==> src/rtl/dx_hazard_stage.sv <==
// Decode-to-execute pipeline register with load-use bubble, multi-cycle mul/div hold and branch flush.
// Latency: one cycle from F/D inputs to D/X outputs. stall/flush_fd are combinational, muldiv_busy is registered.
// Backpressure: stall holds PC and F/D during a load-use bubble and while a mul/div occupies X. A taken branch overrides stall.
//
// Ports:
//   clk, rst                 clock and synchronous active-high reset
//   fd_valid, f_d*           decoded instruction from F/D (operand numbers, values, control)
//   x_taken                  branch resolved taken in X this cycle
//   d_x*                     registered D/X contents consumed by forwarding unit and ALU
//   stall, flush_fd          hazard controls back to fetch/decode
//   muldiv_busy              mul/div FSM is in BUSY
module dx_hazard_stage #(
  parameter int DATA_W     = 16,
  parameter int MULDIV_LAT = 4
) (
  input  logic              clk,
  input  logic              rst,
  input  logic              fd_valid,
  input  logic [3:0]        f_dop1,
  input  logic [3:0]        f_dop2,
  input  logic [DATA_W-1:0] f_dval1,
  input  logic [DATA_W-1:0] f_dval2,
  input  logic              f_dregwrite,
  input  logic              f_dmemread,
  input  logic              f_dr15write,
  input  logic              f_dbranch,
  input  logic              f_dmuldiv,
  input  logic              x_taken,
  output logic [3:0]        d_xop1,
  output logic [3:0]        d_xop2,
  output logic [DATA_W-1:0] d_xval1,
  output logic [DATA_W-1:0] d_xval2,
  output logic              d_xregwrite,
  output logic              d_xmemread,
  output logic              d_xr15write,
  output logic              d_xbranch,
  output logic              d_xmuldiv,
  output logic              d_xvalid,
  output logic              stall,
  output logic              flush_fd,
  output logic              muldiv_busy
);

  localparam int CW = $clog2(MULDIV_LAT) + 1;
  // A single-cycle mul/div never needs the BUSY state.
  localparam bit HAS_BUSY = (MULDIV_LAT > 1);
  localparam logic [CW-1:0] CNT_INIT = CW'(MULDIV_LAT - 1);
  localparam logic [CW-1:0] CNT_ONE  = CW'(1);

  typedef struct packed {
    logic              valid;
    logic [3:0]        op1;
    logic [3:0]        op2;
    logic [DATA_W-1:0] val1;
    logic [DATA_W-1:0] val2;
    logic              regwrite;
    logic              memread;
    logic              r15write;
    logic              branch;
    logic              muldiv;
  } dx_t;

  typedef enum logic {IDLE, BUSY} state_t;

  dx_t         dx_q, dx_d;
  state_t      state_q, state_d;
  logic [CW-1:0] cnt_q, cnt_d;
  logic        lu;

  // Load in X whose destination is a source of the instruction in F/D.
  // Register 0 is hardwired, so it never creates a dependency.
  assign lu = dx_q.valid & dx_q.memread & dx_q.regwrite & (dx_q.op2 != 4'd0) &
              fd_valid & ((dx_q.op2 == f_dop1) | (dx_q.op2 == f_dop2));

  // Taken branch wins over every stall source; lu is ignored while BUSY
  // because X still holds the mul/div, not the load.
  assign stall    = ~rst & ~x_taken & ((state_q == BUSY) | lu);
  assign flush_fd = ~rst & x_taken;

  always_comb begin
    dx_d    = dx_q;
    state_d = state_q;
    cnt_d   = cnt_q;
    if (x_taken) begin
      dx_d    = '0;
      state_d = IDLE;
      cnt_d   = '0;
    end else if (state_q == BUSY) begin
      // Last BUSY cycle is the one with cnt_q==1; stall is still high in it.
      cnt_d = cnt_q - CNT_ONE;
      if (cnt_q == CNT_ONE) state_d = IDLE;
    end else if (lu || !fd_valid) begin
      dx_d = '0;
    end else begin
      dx_d.valid    = 1'b1;
      dx_d.op1      = f_dop1;
      dx_d.op2      = f_dop2;
      dx_d.val1     = f_dval1;
      dx_d.val2     = f_dval2;
      dx_d.regwrite = f_dregwrite;
      dx_d.memread  = f_dmemread;
      dx_d.r15write = f_dr15write;
      dx_d.branch   = f_dbranch;
      dx_d.muldiv   = f_dmuldiv;
      if (HAS_BUSY && f_dmuldiv) begin
        state_d = BUSY;
        cnt_d   = CNT_INIT;
      end
    end
  end

  always_ff @(posedge clk) begin
    if (rst) begin
      dx_q    <= '0;
      state_q <= IDLE;
      cnt_q   <= '0;
    end else begin
      dx_q    <= dx_d;
      state_q <= state_d;
      cnt_q   <= cnt_d;
    end
  end

  assign d_xvalid    = dx_q.valid;
  assign d_xop1      = dx_q.op1;
  assign d_xop2      = dx_q.op2;
  assign d_xval1     = dx_q.val1;
  assign d_xval2     = dx_q.val2;
  assign d_xregwrite = dx_q.regwrite;
  assign d_xmemread  = dx_q.memread;
  assign d_xr15write = dx_q.r15write;
  assign d_xbranch   = dx_q.branch;
  assign d_xmuldiv   = dx_q.muldiv;
  assign muldiv_busy = (state_q == BUSY);

endmodule

==> config.mk <==
export PLATFORM = sky130hd
export DESIGN_NAME = dx_hazard_stage
export DESIGN_NICKNAME = d
export VERILOG_FILES = /design/src/rtl/dx_hazard_stage.sv
export SDC_FILE = /design/constraint.sdc
export NUM_CORES = 1
export LEC_CHECK = 0
export BUFFER_PORTS_ARGS = -buffer_cell sky130_fd_sc_hd__buf_2
export CAP_MARGIN = 20
export CORE_MARGIN = 4
export CORE_UTILIZATION = 46
export DETAILED_ROUTE_END_ITERATION = 12
export PLACE_DENSITY = 0.94
export SKIP_CTS_REPAIR_TIMING = 1
export SYNTH_ARGS = -nofsm -noshare
export SYNTH_HDL_FRONTEND = slang
export SYNTH_SLANG_ARGS = --single-unit
==> constraint.sdc <==
create_clock -name clk -period 3.65 [get_ports clk]
set_input_delay 0.1825 -clock clk [delete_from_list [all_inputs] [get_ports clk]]
set_output_delay 0.1825 -clock clk [all_outputs]
set_load 0.1 [all_outputs]
### After elaboration in Yosys (flattened, before gate mapping)

Index checks and enable logic that the tools add are counted.

| word-level totals | value |
|---|---|
| input bits | 49 |
| flip-flop bits (word level) | 50 |
| output and inout bits | 49 |

| operators by class | value |
|---|---|
| multiplexer cells | 8 |
| equality and inequality tests | 4 |
| $add $sub $neg | 1 |
| bitwise logic cells | 12 |
| reduce and logical (&&, ||, !) cells | 6 |

Operator list:

| cell | count |
|---|---|
| two-way mux 46 bit | 1 |
| two-way mux 3 bit | 3 |
| AND 1 bit | 8 |
| equality test 4 bit | 2 |
| two-way mux 1 bit | 4 |
| nonzero test 4 bit | 1 |
| equality test 3 x 1 -> 1 bit (second input constant) | 1 |
| subtractor 3 x 1 -> 3 bit (second input constant) | 1 |
| != test 2 bit (second input constant) | 1 |
| NOT 1 bit | 2 |
| OR 1 bit | 2 |
| AND reduction 2 bit | 1 |
| nonzero test 2 bit | 1 |
| OR reduction 2 bit | 1 |
| logical NOT 1 bit | 1 |
| logical OR 1 bit | 1 |

### Longest topological paths before layout

| depth | value |
|---|---|
| word-level depth | 8 |
| mapped depth | 7 |
| mapped depth without buffers | 5 |

### Worst setup path before layout

Ideal clock, no wire load.

| timing path | value |
|---|---|
| path kind | flip-flop to output port |
| from | reg dx_q (netlist bit d_xop2[1]) |
| to | out stall |
| path buffers | 0 |
| data required time | 3467 ps |
| cell stages (with the launch flop) | 5 |
| arrival | 3778 ps |
| setup slack | -311 ps |
| cells stage by stage | dfxtp_1 > xor2_1 > nor4_1 > o21ai_1 > a21boi_0 |

| on the way | value |
|---|---|
| cells in the longest elaborated chain, start to end | 6 |
| elaborated cells on any way between the ends | 9 |
| classes of those cells | 2 x eq/ne; 6 x bitwise; 1 x reduce/logical |

RTL lines:

| what | RTL line | text |
|---|---|---|
| from (decl) | 65 | `dx_t dx_q, dx_d;` |
| from (signal assigned) | 114 | `dx_q <= '0;` |
| from (signal assigned) | 118 | `dx_q <= dx_d;` |
| nonzero test 4 bit | 72 | `assign lu = dx_q.valid & dx_q.memread & dx_q.regwrite & (dx_q.op2 != 4'd0) &` |
| AND 1 bit (2 in series) | 72 |  |
| AND 1 bit (*) | 73 | `fd_valid & ((dx_q.op2 == f_dop1) \| (dx_q.op2 == f_dop2));` |
| OR 1 bit (*) | 77 | `assign stall = ~rst & ~x_taken & ((state_q == BUSY) \| lu);` |
| AND 1 bit (*) | 77 |  |
| to (decl) | 39 | `output logic stall,` |

Mark *: on every way between the ends. The rest lies on a longest branch, timed or not.

### Final worst setup path

| timing path | value |
|---|---|
| from | reg dx_q (netlist bit d_xop2[0]) |
| to | reg dx_q (netlist bit d_xop2[1]) |

| on the way | value |
|---|---|
| cells in the longest elaborated chain, start to end | 6 |
| elaborated cells on any way between the ends | 9 |
| classes of those cells | 2 x eq/ne; 1 x mux; 4 x bitwise; 2 x reduce/logical |

RTL lines:

| what | RTL line | text |
|---|---|---|
| nonzero test 4 bit | 72 |  |
| AND 1 bit (2 in series) | 72 |  |
| AND 1 bit (*) | 73 |  |
| logical OR 1 bit (*) | 92 | `end else if (lu \|\| !fd_valid) begin` |
| two-way mux 46 bit (*) | 92 |  |

Marks and branches as above.
A chain may end at the register's enable or synchronous reset.

==> results by group <==
Outcome
  – Run status: complete, no violations

Critical path
  – Type of the worst setup path: flip-flop to flip-flop
  – Worst path arrival time: 2.39 ns
  – Reg-to-reg startpoint: d_xop2[0]
  – CP endpoint kind: flip-flop
  – Crit path max fanout: 30
  – Startpoint Class: flip-flop
  – Data required, critical path: 3.89 ns
  – Setup crit start: d_xop2[0]

Route
  – Drt drc: 0
  – Drt wl/cell: 15.3 um
  – ANT nets after route: 0
  – Via density: 5.16
  – Final WL: 4.43 mm
  – Initial DRT Pass Iterations: 4
  – Via count: 1,492
  – 1st-iter DRT viols: 99

Timing
  – Post-route worst setup slack: 1.50 ns
  – Final setup fails: 0
  – TNS Setup: 0 ns
  – Max Fclk: 0.466 GHz
  – Slew @ Worst Pin: 0.537 ns
  – Final Hold Vio Count: 0
  – Final hold slack: 0.0932 ns
  – RSZ-0062 raised after global routing: false
  – Period minus WS final: 2.15 ns
  – Clock Skew: 0.00328 ns
  – Final Max Slew Viols: 0
  – Final worst-path cycle share: 0.588
  – Worst slew margin: 0.642

Floorplan
  – FP Rows: 21
  – Die height: 69.2 um
  – Core area: 3470 sq um
  – Ports: 98
  – Initial core utilization: 0.497
  – Die footprint: 4790 sq um
  – DIE WIDTH: 69.2 um

Power and ir drop
  – NetSw: 333 uW
  – Logic gate share of total power: 0.179
  – Pleak: 0.00120 uW
  – Worst vdd ir: 0.000273 V
  – Switching part of the total: 0.305
  – Flop pwr share: 0.524
  – Pint: 759 uW
  – Clock Power Share: 0.298
  – PwrDens: 472 nW/um^2

Synthesis
  – Syn Inst Count: 145
  – Count leader, synth: dfxtp_1
  – Share of the synthesized area in the top cell type: 0.580
  – Synth Flop Type: dfxtp_1
  – Library cells used by synthesis: 23
  – Post-synth ARST share: 0
  – Synth area leader: dfxtp_1
  – Syn Nets: 196
  – Yosys reg bits: 50
  – Number of synthesized flops with an enable pin: 0
  – Cell Area, Synth: 1730 sq um
  – Top cells by count, synth: dfxtp_1, a22o_1, xor2_1
  – Ys Warns: 0
  – Syn_area_per_cell: 11.9 sq um
  – Register area share after synthesis: 0.580
  – Top post-synthesis cells by area: dfxtp_1, a22o_1, xor2_1

Cells and area
  – FILL cells: 301
  – Antenna Cells: 0
  – Final #Nets: 293
  – Final non-filler cell area: 2310 sq um
  – Ratio of cells with drive above 1 in the final layout: 0.453
  – Final Non-Filler Cells: 289
  – Area growth syn-to-layout: 34.2%

Clock network
  – CTS buffer count: 5
  – Clk_lat worst skew: 0.29 ns
  – CTS tree: yes
  – Clk slew on worst S/H paths: 0.09 ns
  – # clock sinks: 50
  – Clock buffer depth: 2
  – H-tree depth: 2
  – Clk root buf: clkbuf_8

Placement
  – Dpl cell area: 2220 sq um
  – Place WS: 1.53 ns
  – PortBufs: 97
  – RePlAce Congestion: 0.775
  – DP Cell Count: 281
  – Hpwl dp: 3.32 mm

Worst hold path
  – HP Start: f_dval1[14]
  – Hold Crit Class: input port to flip-flop

Global route
  – First-pass GRT wire length: 7.20 mm
  – GR Util All Layers: 0.185
  – Initial antenna violation count: 0
  – Vias in the first global route: 1,440
  – GR Overflow Total: 0
  – Largest net degree at the start of global routing: 31

Run
  – # Max-Cap Violations: 0
==> power by group through the flow <==
stage	Clock [uW]	Sequential, uW	Combinational [uW]
finish	325	572	195
global route	357	574	204
CTS	333	572	196
detailed placement	0	584	195
global placement	0	584	193
floorplan	0	691	39.0
==> through the flow <==
stage | util | power [uW]
floorplan | - | 730
global placement | 0.640 | 776
detailed placement | 0.640 | 779
CTS | 0.667 | 1100
global route | 0.667 | 1140
finish | 0.667 | 1090
==> placed cells by master (no fill, tap or decap), types with 2 or more instances in the layout <==
cell       n
buf_2     97
a22o_1    44
inv_1      3
nor2b_1    2
o211ai_1   2
nand2_1    6
o21ai_0    2
dfxtp_1   50
nand4_1    2
xor2_1     8
buf_4      3
clkbuf_8   6
ha_1       2
nor2_1     2
nor4_1     3
==> sequential cells by signal (all words and copies together), names as in the netlist <==
signal       flops
cnt_q            3
d_xbranch        1
d_xmemread       1
d_xmuldiv        1
d_xop1           4
d_xop2           4
d_xr15write      1
d_xregwrite      1
d_xval1         16
d_xval2         16
d_xvalid         1
muldiv_busy      1
==> cells by family (layout without fill, tap and decap cells) <==
logic type | after synthesis | after routing | share of synthesized area
buffers and inverters | 13 | 111 | 0.0508
XOR/XNOR | 8 | 8 | 0.0406
AND/OR/NAND/NOR | 20 | 20 | 0.0595
flip-flops | 50 | 50 | 0.580
AO/OA/AOI/OAI | 52 | 52 | 0.255
adder cells (fa/ha/maj) | 2 | 2 | 0.0145
==> area by class of cell <==
type / instances / area, sq um / area share
inverters: 3 / 11.3 / 0.00486
clock inverters: 2 / 12.5 / 0.00541
clock buffers: 6 / 82.6 / 0.0357
flip-flops and latches: 50 / 1000 / 0.432
repair buffers: 100 / 508 / 0.219
well taps: 46 / 57.6 / 0.0249
multi-input cells: 82 / 642 / 0.277
==> worst max-delay path, cell delays in order, from the launching register on <==
cell     delay [ns]
dfxtp_1        0.44
xor2_1         0.20
nor4_1         0.08
o21ai_1        0.23
and3_1         0.55
buf_4          0.40
a22o_1         0.19
==> metal layers <==
metal | vias to the layer above | global-route usage | part of all wire
met2 | 58 | 0.305 | 0.50
met3 | 11 | 0.0493 | 0.062
met1 | 687 | 0.226 | 0.41
met5 | - | 0 | 0
met4 | 0 | 0.0824 | 0.023
li1 | 736 | - | -
==> worst paths after layout <==
| kind | endpoint | slack [ns] | cells after the start |
|---|---|---|---|
| min | d_xval1[14] | 0.09 | 2 |
| max reg2reg | d_xop2[1] | 1.50 | 6 |
| min reg2reg | d_xmuldiv | 0.45 | 2 |
| max | d_xop2[1] | 1.50 | 6 |
(Power assumes the default switching activity.)
